`src/rtl/pong_match_ctrl_if.sv`:
```
// Bundle of the match controller's game-facing signals: slow tick, debounced
// buttons and miss pulses in; match state, scores and ball gating out.
interface pong_match_ctrl_if #(
  parameter int SCORE_W = 4
);
  logic               tick;
  logic               btn_up;
  logic               btn_down;
  logic               btn_start;
  logic               miss_p1;
  logic               miss_p2;
  logic [1:0]         state;
  logic [SCORE_W-1:0] max_score;
  logic [SCORE_W-1:0] score1;
  logic [SCORE_W-1:0] score2;
  logic               serve_side;
  logic               ball_en;
  logic               launch;
  logic               winner;

  // Game environment side: drives the tick/buttons/misses, observes the match.
  modport master (
    output tick, btn_up, btn_down, btn_start, miss_p1, miss_p2,
    input  state, max_score, score1, score2, serve_side, ball_en, launch, winner
  );

  // Match controller side.
  modport slave (
    input  tick, btn_up, btn_down, btn_start, miss_p1, miss_p2,
    output state, max_score, score1, score2, serve_side, ball_en, launch, winner
  );
endinterface

```
`src/rtl/pong_match_ctrl.sv`:
```
// Pong match sequencer: max-score setting in SETUP, then SERVE -> PLAY -> WIN
// flow with both players' scores. Every output is a register updated on clk.
module pong_match_ctrl #(
  parameter int SCORE_W     = 4,
  parameter int MAX_LIMIT   = 9,
  parameter int DEFAULT_MAX = 5,
  parameter int SERVE_TICKS = 3
) (
  input  logic                clk,
  input  logic                rst_n,
  pong_match_ctrl_if.slave    bus
);

  localparam logic [1:0] ST_SETUP = 2'd0;
  localparam logic [1:0] ST_SERVE = 2'd1;
  localparam logic [1:0] ST_PLAY  = 2'd2;
  localparam logic [1:0] ST_WIN   = 2'd3;

  // The counter only needs to reach SERVE_TICKS-1; the final tick launches.
  localparam int CNT_W = (SERVE_TICKS > 1) ? $clog2(SERVE_TICKS) : 1;
  localparam logic [CNT_W-1:0]   CNT_LAST  = CNT_W'(SERVE_TICKS - 1);
  localparam logic [SCORE_W-1:0] SCORE_MAX = SCORE_W'(MAX_LIMIT);
  localparam logic [SCORE_W-1:0] SCORE_DEF = SCORE_W'(DEFAULT_MAX);
  localparam logic [SCORE_W-1:0] SCORE_ONE = SCORE_W'(1);

  logic               up_prev;
  logic               down_prev;
  logic               start_prev;
  logic [CNT_W-1:0]   tick_cnt;

  logic               up_evt;
  logic               down_evt;
  logic               start_evt;
  logic [SCORE_W-1:0] score1_inc;
  logic [SCORE_W-1:0] score2_inc;

  // Rising-edge events so a held button counts once; incremented scores are
  // compared against max_score in the same edge that stores them.
  always_comb begin
    up_evt     = bus.btn_up    & ~up_prev;
    down_evt   = bus.btn_down  & ~down_prev;
    start_evt  = bus.btn_start & ~start_prev;
    score1_inc = bus.score1 + SCORE_ONE;
    score2_inc = bus.score2 + SCORE_ONE;
  end

  // Match state machine, score keeping, serve countdown and button history.
  always_ff @(posedge clk or negedge rst_n) begin
    if (!rst_n) begin
      bus.state      <= ST_SETUP;
      bus.max_score  <= SCORE_DEF;
      bus.score1     <= '0;
      bus.score2     <= '0;
      bus.serve_side <= 1'b0;
      bus.ball_en    <= 1'b0;
      bus.launch     <= 1'b0;
      bus.winner     <= 1'b0;
      tick_cnt       <= '0;
      up_prev        <= 1'b0;
      down_prev      <= 1'b0;
      start_prev     <= 1'b0;
    end else begin
      up_prev    <= bus.btn_up;
      down_prev  <= bus.btn_down;
      start_prev <= bus.btn_start;
      bus.launch <= 1'b0;

      case (bus.state)
        ST_SETUP: begin
          bus.ball_en <= 1'b0;
          if (start_evt) begin
            // Start takes priority over a simultaneous up/down press.
            bus.state      <= ST_SERVE;
            bus.score1     <= '0;
            bus.score2     <= '0;
            bus.serve_side <= 1'b0;
            tick_cnt       <= '0;
          end else if (up_evt && !down_evt) begin
            if (bus.max_score < SCORE_MAX) bus.max_score <= bus.max_score + SCORE_ONE;
          end else if (down_evt && !up_evt) begin
            if (bus.max_score > SCORE_ONE) bus.max_score <= bus.max_score - SCORE_ONE;
          end
        end

        ST_SERVE: begin
          bus.ball_en <= 1'b0;
          if (bus.tick) begin
            if (tick_cnt == CNT_LAST) begin
              bus.state   <= ST_PLAY;
              bus.ball_en <= 1'b1;
              bus.launch  <= 1'b1;
              tick_cnt    <= '0;
            end else begin
              tick_cnt <= tick_cnt + CNT_W'(1);
            end
          end
        end

        ST_PLAY: begin
          if (bus.miss_p1 && bus.miss_p2) begin
            // Let: replay the point from the same side, no score.
            bus.state   <= ST_SERVE;
            bus.ball_en <= 1'b0;
          end else if (bus.miss_p1) begin
            bus.score2  <= score2_inc;
            bus.ball_en <= 1'b0;
            if (score2_inc == bus.max_score) begin
              bus.state  <= ST_WIN;
              bus.winner <= 1'b1;
            end else begin
              bus.state      <= ST_SERVE;
              bus.serve_side <= 1'b0;
            end
          end else if (bus.miss_p2) begin
            bus.score1  <= score1_inc;
            bus.ball_en <= 1'b0;
            if (score1_inc == bus.max_score) begin
              bus.state  <= ST_WIN;
              bus.winner <= 1'b0;
            end else begin
              bus.state      <= ST_SERVE;
              bus.serve_side <= 1'b1;
            end
          end
        end

        ST_WIN: begin
          // Scores stay on display; the next start from SETUP clears them.
          bus.ball_en <= 1'b0;
          if (start_evt) bus.state <= ST_SETUP;
        end

        default: begin
          bus.state   <= ST_SETUP;
          bus.ball_en <= 1'b0;
        end
      endcase
    end
  end

endmodule

```
`src/flat_wrapper.sv`:
```
// flat-port wrapper written by rule: the top's interface ports become plain ports
module pong_match_ctrl_flat 
#(
  parameter int SCORE_W     = 4,
  parameter int MAX_LIMIT   = 9,
  parameter int DEFAULT_MAX = 5,
  parameter int SERVE_TICKS = 3
)
  (clk, rst_n, bus_tick, bus_btn_up, bus_btn_down, bus_btn_start, bus_miss_p1, bus_miss_p2, bus_state, bus_max_score, bus_score1, bus_score2, bus_serve_side, bus_ball_en, bus_launch, bus_winner);
  pong_match_ctrl_if #(.SCORE_W(SCORE_W)) bus_i ();
  input  logic clk;
  input  logic rst_n;
  input wire logic [$bits(bus_i.tick)-1:0] bus_tick;
  input wire logic [$bits(bus_i.btn_up)-1:0] bus_btn_up;
  input wire logic [$bits(bus_i.btn_down)-1:0] bus_btn_down;
  input wire logic [$bits(bus_i.btn_start)-1:0] bus_btn_start;
  input wire logic [$bits(bus_i.miss_p1)-1:0] bus_miss_p1;
  input wire logic [$bits(bus_i.miss_p2)-1:0] bus_miss_p2;
  output wire logic [$bits(bus_i.state)-1:0] bus_state;
  output wire logic [$bits(bus_i.max_score)-1:0] bus_max_score;
  output wire logic [$bits(bus_i.score1)-1:0] bus_score1;
  output wire logic [$bits(bus_i.score2)-1:0] bus_score2;
  output wire logic [$bits(bus_i.serve_side)-1:0] bus_serve_side;
  output wire logic [$bits(bus_i.ball_en)-1:0] bus_ball_en;
  output wire logic [$bits(bus_i.launch)-1:0] bus_launch;
  output wire logic [$bits(bus_i.winner)-1:0] bus_winner;
  assign bus_i.tick = bus_tick;
  assign bus_i.btn_up = bus_btn_up;
  assign bus_i.btn_down = bus_btn_down;
  assign bus_i.btn_start = bus_btn_start;
  assign bus_i.miss_p1 = bus_miss_p1;
  assign bus_i.miss_p2 = bus_miss_p2;
  assign bus_state = bus_i.state;
  assign bus_max_score = bus_i.max_score;
  assign bus_score1 = bus_i.score1;
  assign bus_score2 = bus_i.score2;
  assign bus_serve_side = bus_i.serve_side;
  assign bus_ball_en = bus_i.ball_en;
  assign bus_launch = bus_i.launch;
  assign bus_winner = bus_i.winner;
  pong_match_ctrl #(.SCORE_W(SCORE_W), .MAX_LIMIT(MAX_LIMIT), .DEFAULT_MAX(DEFAULT_MAX), .SERVE_TICKS(SERVE_TICKS)) u_core (.clk(clk), .rst_n(rst_n), .bus(bus_i));
endmodule
```
`config.mk`:
```
export PLATFORM = sky130hd
export DESIGN_NAME = pong_match_ctrl_flat
export DESIGN_NICKNAME = d
export VERILOG_FILES = /design/src/rtl/pong_match_ctrl_if.sv /design/src/rtl/pong_match_ctrl.sv /design/src/flat_wrapper.sv
export SDC_FILE = /design/constraint.sdc
export NUM_CORES = 1
export LEC_CHECK = 0
export CORE_MARGIN = 3
export CORE_UTILIZATION = 48
export CTS_CLUSTER_DIAMETER = 50
export CTS_CLUSTER_SIZE = 14
export DETAILED_ROUTE_END_ITERATION = 16
export PLACE_DENSITY = 0.7
export SLEW_MARGIN = 20
export SYNTH_ARGS = -nofsm -noshare
export SYNTH_HDL_FRONTEND = slang
export SYNTH_SLANG_ARGS = --single-unit
```
`constraint.sdc`:
```
create_clock -name clk -period 5.7 [get_ports clk]
set_input_delay 1.14 -clock clk [delete_from_list [all_inputs] [get_ports clk]]
set_output_delay 1.14 -clock clk [all_outputs]
set_load 0.02 [all_outputs]
```
; After elaboration in Yosys (flattened, before gate mapping)
; Cells that the tools add are included.
[classes]
add_sub_neg = 5
order_cmp = 2
n_eq_ne = 20
mux = 43
bitwise = 8
n_reduce_logical = 20
[ops]
columns = operator, n
row1 = $mux W4, 10
row2 = $mux W2, 11
row3 = $reduce_and A5 Y1, 4
row4 = $mux W1, 16
row5 = $pmux W4 S2, 2
row6 = $add A4 B1 Y4 const B, 3
row7 = $ne A2 B2 Y1 const B, 6
row8 = $reduce_bool A2 Y1, 6
row9 = $ne A3 B3 Y1 const B, 3
row10 = $eq A4 B4 Y1, 2
row11 = $ne A2 B1 Y1 const B, 4
row12 = $pmux W2 S4, 1
row13 = $eq A2 B2 Y1 const B, 3
row14 = $reduce_and A6 Y1, 1
row15 = $not A1 Y1, 5
row16 = $gt A4 B1 Y1 const B, 1
row17 = $lt A4 B4 Y1 const B, 1
row18 = $ne A4 B3 Y1 const B, 1
row19 = $pmux W2 S2, 1
row20 = $reduce_and A4 Y1, 1
row21 = $sub A4 B1 Y4 const B, 1
row22 = $and A1 B1 Y1, 3
row23 = $logic_and A1 B1 Y1, 3
row24 = $pmux W1 S3, 1
row25 = other kinds (7), 8
[totals]
regBits = 23
inputBits = 8
output_inout_bits = 18
elab_cells = 110

; Depth between registers and ports, before layout
; Gate-level depths: netlist of run 1.
[logic_depth]
word_depth = 7
depth_mapped = 7

; Worst setup path before layout of run 1
; OpenSTA, ideal clock, no wires.
[synth_timing]
path_kind = input to register
start = input port bus_btn_up
end = register u_core.bus.max_score[1]
t_arrival_ns = 2.272
slack_ns = 3.348
stages = 5
n_path_buf = 0
path_cell_list = nor2b_1 > ha_1 > nor4_1 > and3_1 > mux2i_1
[synth_between]
elab_chain_cells = 5
[synth_lines]
columns = item, line_no
row1 = from (decl), flat_wrapper.sv:14  ; input wire logic [$bits(bus_i.btn_up)-1:0] bus_btn_up;
row2 = $and A1 B1 Y1 *, pong_match_ctrl.sv:40  ; up_evt = bus.btn_up & ~up_prev;
row3 = $logic_not A1 Y1, pong_match_ctrl.sv:80  ; end else if (down_evt && !up_evt) begin
row4 = $logic_and A1 B1 Y1, pong_match_ctrl.sv:80
row5 = $reduce_bool A2 Y1 (no source line), -
row6 = $reduce_and A5 Y1 (no source line), -
row7 = to (signal assigned), pong_match_ctrl.sv:79  ; if (bus.max_score < SCORE_MAX) bus.max_score <= bus.max_score + SCORE_ONE;
row8 = to (signal assigned), pong_match_ctrl.sv:81  ; if (bus.max_score > SCORE_ONE) bus.max_score <= bus.max_score - SCORE_ONE;
row9 = to (decl), pong_match_ctrl_if.sv:30  ; output state, max_score, score1, score2, serve_side, ball_en, launch, winner
; Mark *: on every way between the ends. The rest lies on a longest branch, timed or not.
; A chain may end at the register's enable or synchronous reset.

; Final worst setup path of run 1
[layout_timing]
start = register u_core.bus.state[0]
end = output port bus_state[0]
[layout_rtl]
columns = item, line_no
row1 = from (decl), pong_match_ctrl_if.sv:30
row2 = from (signal assigned), pong_match_ctrl.sv:50  ; bus.state <= ST_SETUP;
row3 = from (signal assigned), pong_match_ctrl.sv:73  ; bus.state <= ST_SERVE;
row4 = from (signal assigned), pong_match_ctrl.sv:89  ; bus.state <= ST_PLAY;
row5 = to (decl), flat_wrapper.sv:19  ; output wire logic [$bits(bus_i.state)-1:0] bus_state;
; No word-level cell between the ends.

==> results of run 1 <==
-- layout by cell type (no fill, tap or decap), types with 2 or more instances in the layout --
| cell | synthesis | final |
|---|---|---|
| o21ai_1 | 4 | 4 |
| xor2_1 | 5 | 5 |
| a21o_1 | 3 | 3 |
| ha_1 | 6 | 6 |
| nor2_1 | 6 | 6 |
| nand4_1 | 4 | 4 |
| nand2_1 | 10 | 10 |
| o21ai_0 | 13 | 13 |
| nand3b_1 | 2 | 2 |
| and3_1 | 2 | 2 |
| clkbuf_4 | 0 | 3 |
| dfstp_2 | 2 | 2 |
| inv_1 | 5 | 5 |
| clkdlybuf4s50_1 | 0 | 24 |
| dfrtp_1 | 21 | 21 |
| nor2b_1 | 6 | 6 |
| o41ai_1 | 2 | 2 |
| nand3_1 | 2 | 2 |
| nand2b_1 | 4 | 4 |
| xnor2_1 | 7 | 7 |
| nor3b_1 | 2 | 2 |
-- kinds of logic (layout without fill, tap and decap cells) --
family,count (synthesis),in the layout,synth area share
XOR/XNOR,15,15,0.1259
AO/OA/AOI/OAI,34,34,0.1697
AND/OR/NAND/NOR,46,46,0.1884
flip-flops,23,23,0.4125
multiplexers,1,1,0.007143
buffers and inverters,11,34,0.04286
adder cells (fa/ha/maj),6,6,0.05357
-- state kept, by name (all words and copies together) (netlist names) --
signal / cells
u_core.bus.max_score: 4
u_core.bus.score1: 4
u_core.down_prev: 1
u_core.bus.winner: 1
u_core.tick_cnt: 2
u_core.bus.score2: 4
u_core.start_prev: 1
u_core.up_prev: 1
u_core.bus.ball_en: 1
u_core.bus.serve_side: 1
u_core.bus.launch: 1
u_core.bus.state: 2
-- stage by stage --
| stage | hold slack, ps | instance area, um^2 | setup WS, ps | util |
|---|---|---|---|---|
| final | 538.4 | 1669 | 2917 | 0.6389 |
| after global placement | 497.7 | 1648 | 2850 | 0.6307 |
| after CTS | 537.4 | 1674 | 2921 | 0.6408 |
| after detailed placement | 508.1 | 1648 | 2792 | 0.6307 |
| after floorplan | 491.6 | 1401 | 3348 | - |
| after global routing | 553.6 | 1669 | 2839 | 0.6389 |
-- where the power goes --
| group | switching [uW] | internal (uW) | leakage (uW) |
|---|---|---|---|
| Sequential | 81.4 | 209 | 0.000293 |
| Combinational | 149 | 169 | 0.000408 |
| Clock | 50.4 | 27.3 | 0.0000150 |
| Total | 281 | 405 | 0.000716 |
-- synthesized netlist by cell type, types with 2 or more instances --
| cell type | instances |
|---|---|
| inv_1 | 5 |
| nand2_1 | 10 |
| nand3b_1 | 2 |
| ha_1 | 6 |
| and3_1 | 2 |
| dfstp_2 | 2 |
| xor2_1 | 5 |
| o21ai_0 | 13 |
| dfrtp_1 | 21 |
| nand4_1 | 4 |
| xnor2_1 | 7 |
| o21ai_1 | 4 |
| buf_6 | 2 |
| nor2_1 | 6 |
| clkbuf_1 | 2 |
| nand3_1 | 2 |
| nand2b_1 | 4 |
| nor3b_1 | 2 |
| a21o_1 | 3 |
| nor2b_1 | 6 |
| o41ai_1 | 2 |
-- per-layer routing --
| layer | share of wire | wire, um | vias up |
|---|---|---|---|
| met5 | 0 | 0 | - |
| met4 | 0.0079 | 23 | 0 |
| met3 | 0.034 | 98 | 4 |
| met2 | 0.49 | 1416 | 21 |
| met1 | 0.47 | 1372 | 523 |
| li1 | - | - | 531 |
-- cell type report --
type                            count  area (um^2)
Fill cell                         223        943.4
Clock buffer                        4        26.28
Inverter                            5        18.77
Multi-Input combinational cell    102        763.2
Tap cell                           30        37.54
Timing Repair Buffer               25        245.2
Sequential cell                    23        578.1
-- worst paths after layout --
check,start,slack (ps),to
worst max-delay path,u_core.bus.state[0],2920,bus_state[0]
worst min-delay path,u_core.bus.ball_en,540,u_core.bus.ball_en
worst max register to register,u_core.bus.score1[0],3730,u_core.bus.winner
worst min register to register,u_core.bus.ball_en,540,u_core.bus.ball_en
max in group asynchronous,rst_n,4550,u_core.bus.max_score[2]
min in group asynchronous,rst_n,780,u_core.bus.score2[1]
==> run metrics, run 1 <==
CTS tree=yes; post-CTS setup buffer count=0; Final Hold Vio Count=0; H-tree depth=1; cts bufs inserted=3; Mapped Nets=150; CP startpoint kind=flop; worst r2r path cells=5; Crit Path Category=reg2out; post_cts resized=0; GRT met2 Usage=0.3025; DRT iter0 DRCs=29; FFs w/ async S/R, synth=1.000; Post-Place Cells=185; sequential element share of the synthesized area=0.4125; vias in the first global route=1,086; Lkg Pwr=0.0007159 uW; DRC=0; IO buf count=25; initial core utilization=0.5364; met3 usage=0.02808; setup_tns=0 ps; HPWL after DPL=2184 um; Hold-fix buffers, CTS=0; Synth top area share=0.3750; HP Class=reg2reg; grt total ovfl=0; # rows=18; Tot GR Track Use=0.1855; I/O pin total=26; Die Footprint=3604 um^2; Max Cap Viol=0; flops & latches, synth=23; die width=60.03 um; core box area=2613 um^2; post-synth cell types=47; via count=1,079; Yosys warning count=0; Critical Path Sink Type=output port; Routed WL per cell=15.40 um; RSZ-0062 raised after global routing=no; fmax=359.3 MHz; delay-heaviest family, CP=buffers and inverters; share of cells above drive strength 1=0.07547; Synth Instances=136; hold depth=1; crit path max fanout=15; Worst-Skew Late Latency=310 ps; VDD IR max=0.0002702 V; GR Util met1=0.2524; routability cong.=0.8370; status=finished, final reports clean; Layout Cells excl Fill=189; Slowest-stage cell, CP=clkdlybuf4s50_1; largest cells by area after synthesis=dfrtp_1 38%, ha_1 5.4%, o21ai_0 4.6%; Levels on crit path=1; max-slew violations=0; critical path arrival=1640 ps; synthesized area=1401 um^2; worst rel slew slack=0.6505; Sink Count=23; Main synth FF type=dfrtp_1; Post-synth EDFFs=0; Period minus WS final=2783 ps; Vias/cell=5.709; Bufs and invs on worst path=1; Worst Tran Pin Value=524.3 ps; final WL=2911 um; fin crit share=0.4883; power consumption=685.8 uW; initial antenna violation count=0; PwrDens=410.9 nW/um^2; Critical Path RT=4560 ps; Synth area leader=dfrtp_1; clock root buffer=clkbuf_4; CTS clk-pin slew, worst paths=120 ps; Antenna Nets Post-Route=0; largest net degree at the start of global routing=24; n_diodes=0; first drt pass iteration count=4; CTS max path bufs=2; chip height=60.03 um; GR peak layer=met2; skew final=7.095 ps; first-pass GRT wire length=4995 um; worst-path cell chain=clkdlybuf4s50_1; Critical Path Max Stage Delay=690 ps; Avg Cell Area, Syn=10.30 um^2; Area growth, synth to finish=19.11%; Final #Nets=174; setup violators final=0
(Power assumes the default switching activity.)
==> run 2, diff against run 1 <==
==> constraint.sdc (replaced) <==
create_clock -name clk -period 2.59 [get_ports clk]
set_input_delay 0.518 -clock clk [delete_from_list [all_inputs] [get_ports clk]]
set_output_delay 0.518 -clock clk [all_outputs]
set_load 0.02 [all_outputs]
==> run 2 against run 1 <==
Against the previous run: sequential share of layout area fell by 0.41 points; hold slack improved by 2.9 ps; critical endpoint unchanged; highest routed layer unchanged; sequential power grew 120%.
==> run metrics, run 2 (synthesis gave the netlist of run 1 again) <==
DRT iter0 DRCs=48 (was 29); status=finished, final reports clean (unchanged); Hold-fix buffers, CTS=0 (unchanged); DRC=0 (unchanged); RSZ-0062 raised after global routing=no (unchanged); GRT met2 Usage=0.3148 (was 0.3025); IO buf count=25 (unchanged); post-CTS setup buffer count=0 (unchanged); setup violators final=0 (unchanged); Switch Pwr=618.8 uW (was 280.6 uW); worst-path cell chain=clkdlybuf4s50_1 (unchanged); largest registers=u_core.bus.max_score x4, u_core.bus.score1 x4, u_core.bus.score2 x4 (unchanged); CTS max path bufs=2 (unchanged); Bufs and invs on worst path=1 (unchanged); die width=60.03 um (unchanged); initial antenna violation count=0 (unchanged); hold depth=1 (unchanged); final WL=3029 um (was 2911 um); switching share of power=0.4089 (was 0.4091); Tot GR Track Use=0.1920 (was 0.1855); post_cts resized=0 (unchanged); sequential power share=0.425 (was 0.423); Area growth, synth to finish=20.54% (was 19.11%); Lkg Pwr=0.0007255 uW (was 0.0007159 uW); Worst-Skew Late Latency=310 ps (about the same); Vias/cell=5.733 (was 5.709); Crit Path Category=reg2out (unchanged); HPWL after DPL=2299 um (was 2184 um); Critical Path Max Stage Delay=700 ps (was 690 ps); grt total ovfl=0 (unchanged); commonest non-fill, non-tap cells in the layout=25 x clkdlybuf4s50_1, 21 x dfrtp_1, 13 x o21ai_0 (was 24 x clkdlybuf4s50_1, 21 x dfrtp_1, 13 x o21ai_0); n_diodes=0 (unchanged); WHS Endpoint=u_core.bus.ball_en (unchanged); Worst Tran Pin Value=585.6 ps (was 524.3 ps); first drt pass iteration count=4 (unchanged); routability cong.=0.8066 (was 0.8370); fin crit share=0.8380; GR Util met1=0.2589 (was 0.2524); worst r2r path cells=5 (unchanged); final worst setup slack=419.6 ps (was 2917 ps); most common cell after layout, fill and taps aside=clkdlybuf4s50_1 (unchanged); share of cells above drive strength 1=0.08075 (was 0.07547); Routed WL per cell=15.86 um (was 15.40 um); reg2reg setup slack=620 ps (was 3730 ps); setup_tns=0 ps (unchanged); Setup WS pre-CTS=300.6 ps (was 2792 ps); Levels on crit path=1 (unchanged); P_int=894.5 uW (was 405.2 uW); clock power share=0.111 (was 0.113); # rows=18 (unchanged); Die Footprint=3604 um^2 (unchanged); GR peak layer=met2 (unchanged); initial core utilization=0.5364 (unchanged); max-slew violations=0 (unchanged); CTS tree=yes (unchanged); critical path arrival=1650 ps (was 1640 ps); chip height=60.03 um (unchanged); clock root buffer=clkbuf_4 (unchanged); Max Cap Viol=0 (unchanged); VDD IR max=0.0005819 V (was 0.0002702 V); HP Class=reg2reg (unchanged); CTS clk-pin slew, worst paths=130 ps (was 120 ps); cts bufs inserted=3 (unchanged); Slowest-stage cell, CP=clkdlybuf4s50_1 (unchanged); crit path max fanout=15 (unchanged); largest net degree at the start of global routing=16 (was 24); Period minus WS final=2170 ps; Sink Count=23 (unchanged); H-tree depth=1 (unchanged); first-pass GRT wire length=5147 um (was 4995 um); Final #Nets=176 (was 174); Reg-to-Reg Start=u_core.bus.score1[0] (unchanged); worst rel slew slack=0.6084 (was 0.6505); Critical Path Sink Type=output port (unchanged); via count=1,095 (was 1,079); hold_sp=u_core.bus.ball_en (unchanged); fmax=460.7 MHz; I/O pin total=26 (unchanged); Final Hold Vio Count=0 (unchanged); met3 usage=0.02592 (was 0.02808); delay-heaviest family, CP=buffers and inverters (unchanged); r2r endpoint=u_core.bus.winner (unchanged); PwrDens=895.9 nW/um^2 (was 410.9 nW/um^2); CP startpoint kind=flop (unchanged); Critical Path RT=2070 ps (was 4560 ps); vias in the first global route=1,112 (was 1,086); skew final=3.539 ps (was 7.095 ps); Gate power share=0.465 (was 0.463); Antenna Nets Post-Route=0 (unchanged); core box area=2613 um^2 (unchanged)
run 2: cell count changes in the layout (fill, tap and decap cells not counted):
| cell | delta |
|---|---|
| buf_4 | +2 |
| buf_2 | -1 |
| clkdlybuf4s50_1 | +1 |
run 2: per-stage QoR:
stage | utilization | cells | total power, uW | area, um^2 | hold slack, ps
2_1_floorplan | - | 136 | 1104 | 1401 | 222.4
3_3_place_gp | 0.6365 | 187 | 1332 | 1663 | 497.2
3_5_place_dp | 0.6365 | 187 | 1353 | 1663 | 511.9
4_1_cts | 0.6466 | 191 | 1521 | 1689 | 541.5
5_1_grt | 0.6466 | 191 | 1614 | 1689 | 558.5
6_report | 0.6466 | 191 | 1513 | 1689 | 541.3
run 2: layout make-up:
class,instances,area (um^2)
Multi-Input combinational cell,102,763.2
Fill cell,215,923.4
Clock buffer,4,26.28
Sequential cell,23,578.1
Timing Repair Buffer,27,265.3
Tap cell,30,37.54
Inverter,5,18.77
run 2: power by group through the flow:
| stage | sequential (uW) | clock [uW] | combinational (uW) |
|---|---|---|---|
| 2_1_floorplan | 653 | 0 | 451 |
| 3_3_place_gp | 641 | 0 | 691 |
| 3_5_place_dp | 645 | 0 | 708 |
| 4_1_cts | 639 | 173 | 710 |
| 5_1_grt | 661 | 182 | 770 |
| 6_report | 643 | 167 | 703 |
run 2: worst max path at each step:
stage	slack, ps	startpoint	to
2_1_floorplan	630	u_core.bus.score1[0]	u_core.bus.winner
3_3_place_gp	340	bus_btn_up	u_core.bus.max_score[1]
4_1_cts	420	u_core.bus.state[0]	bus_state[0]
3_5_place_dp	300	bus_btn_up	u_core.bus.max_score[1]
5_1_grt	340	u_core.bus.state[0]	bus_state[0]
6_report	420	u_core.bus.state[0]	bus_state[0]
run 2: layer usage:
layer	part of all wire	vias to the layer above	wire length, um
met5	0	-	0
met3	0.038	4	115
met4	0.012	0	37
met1	0.47	531	1416
li1	-	533	-
met2	0.48	27	1460
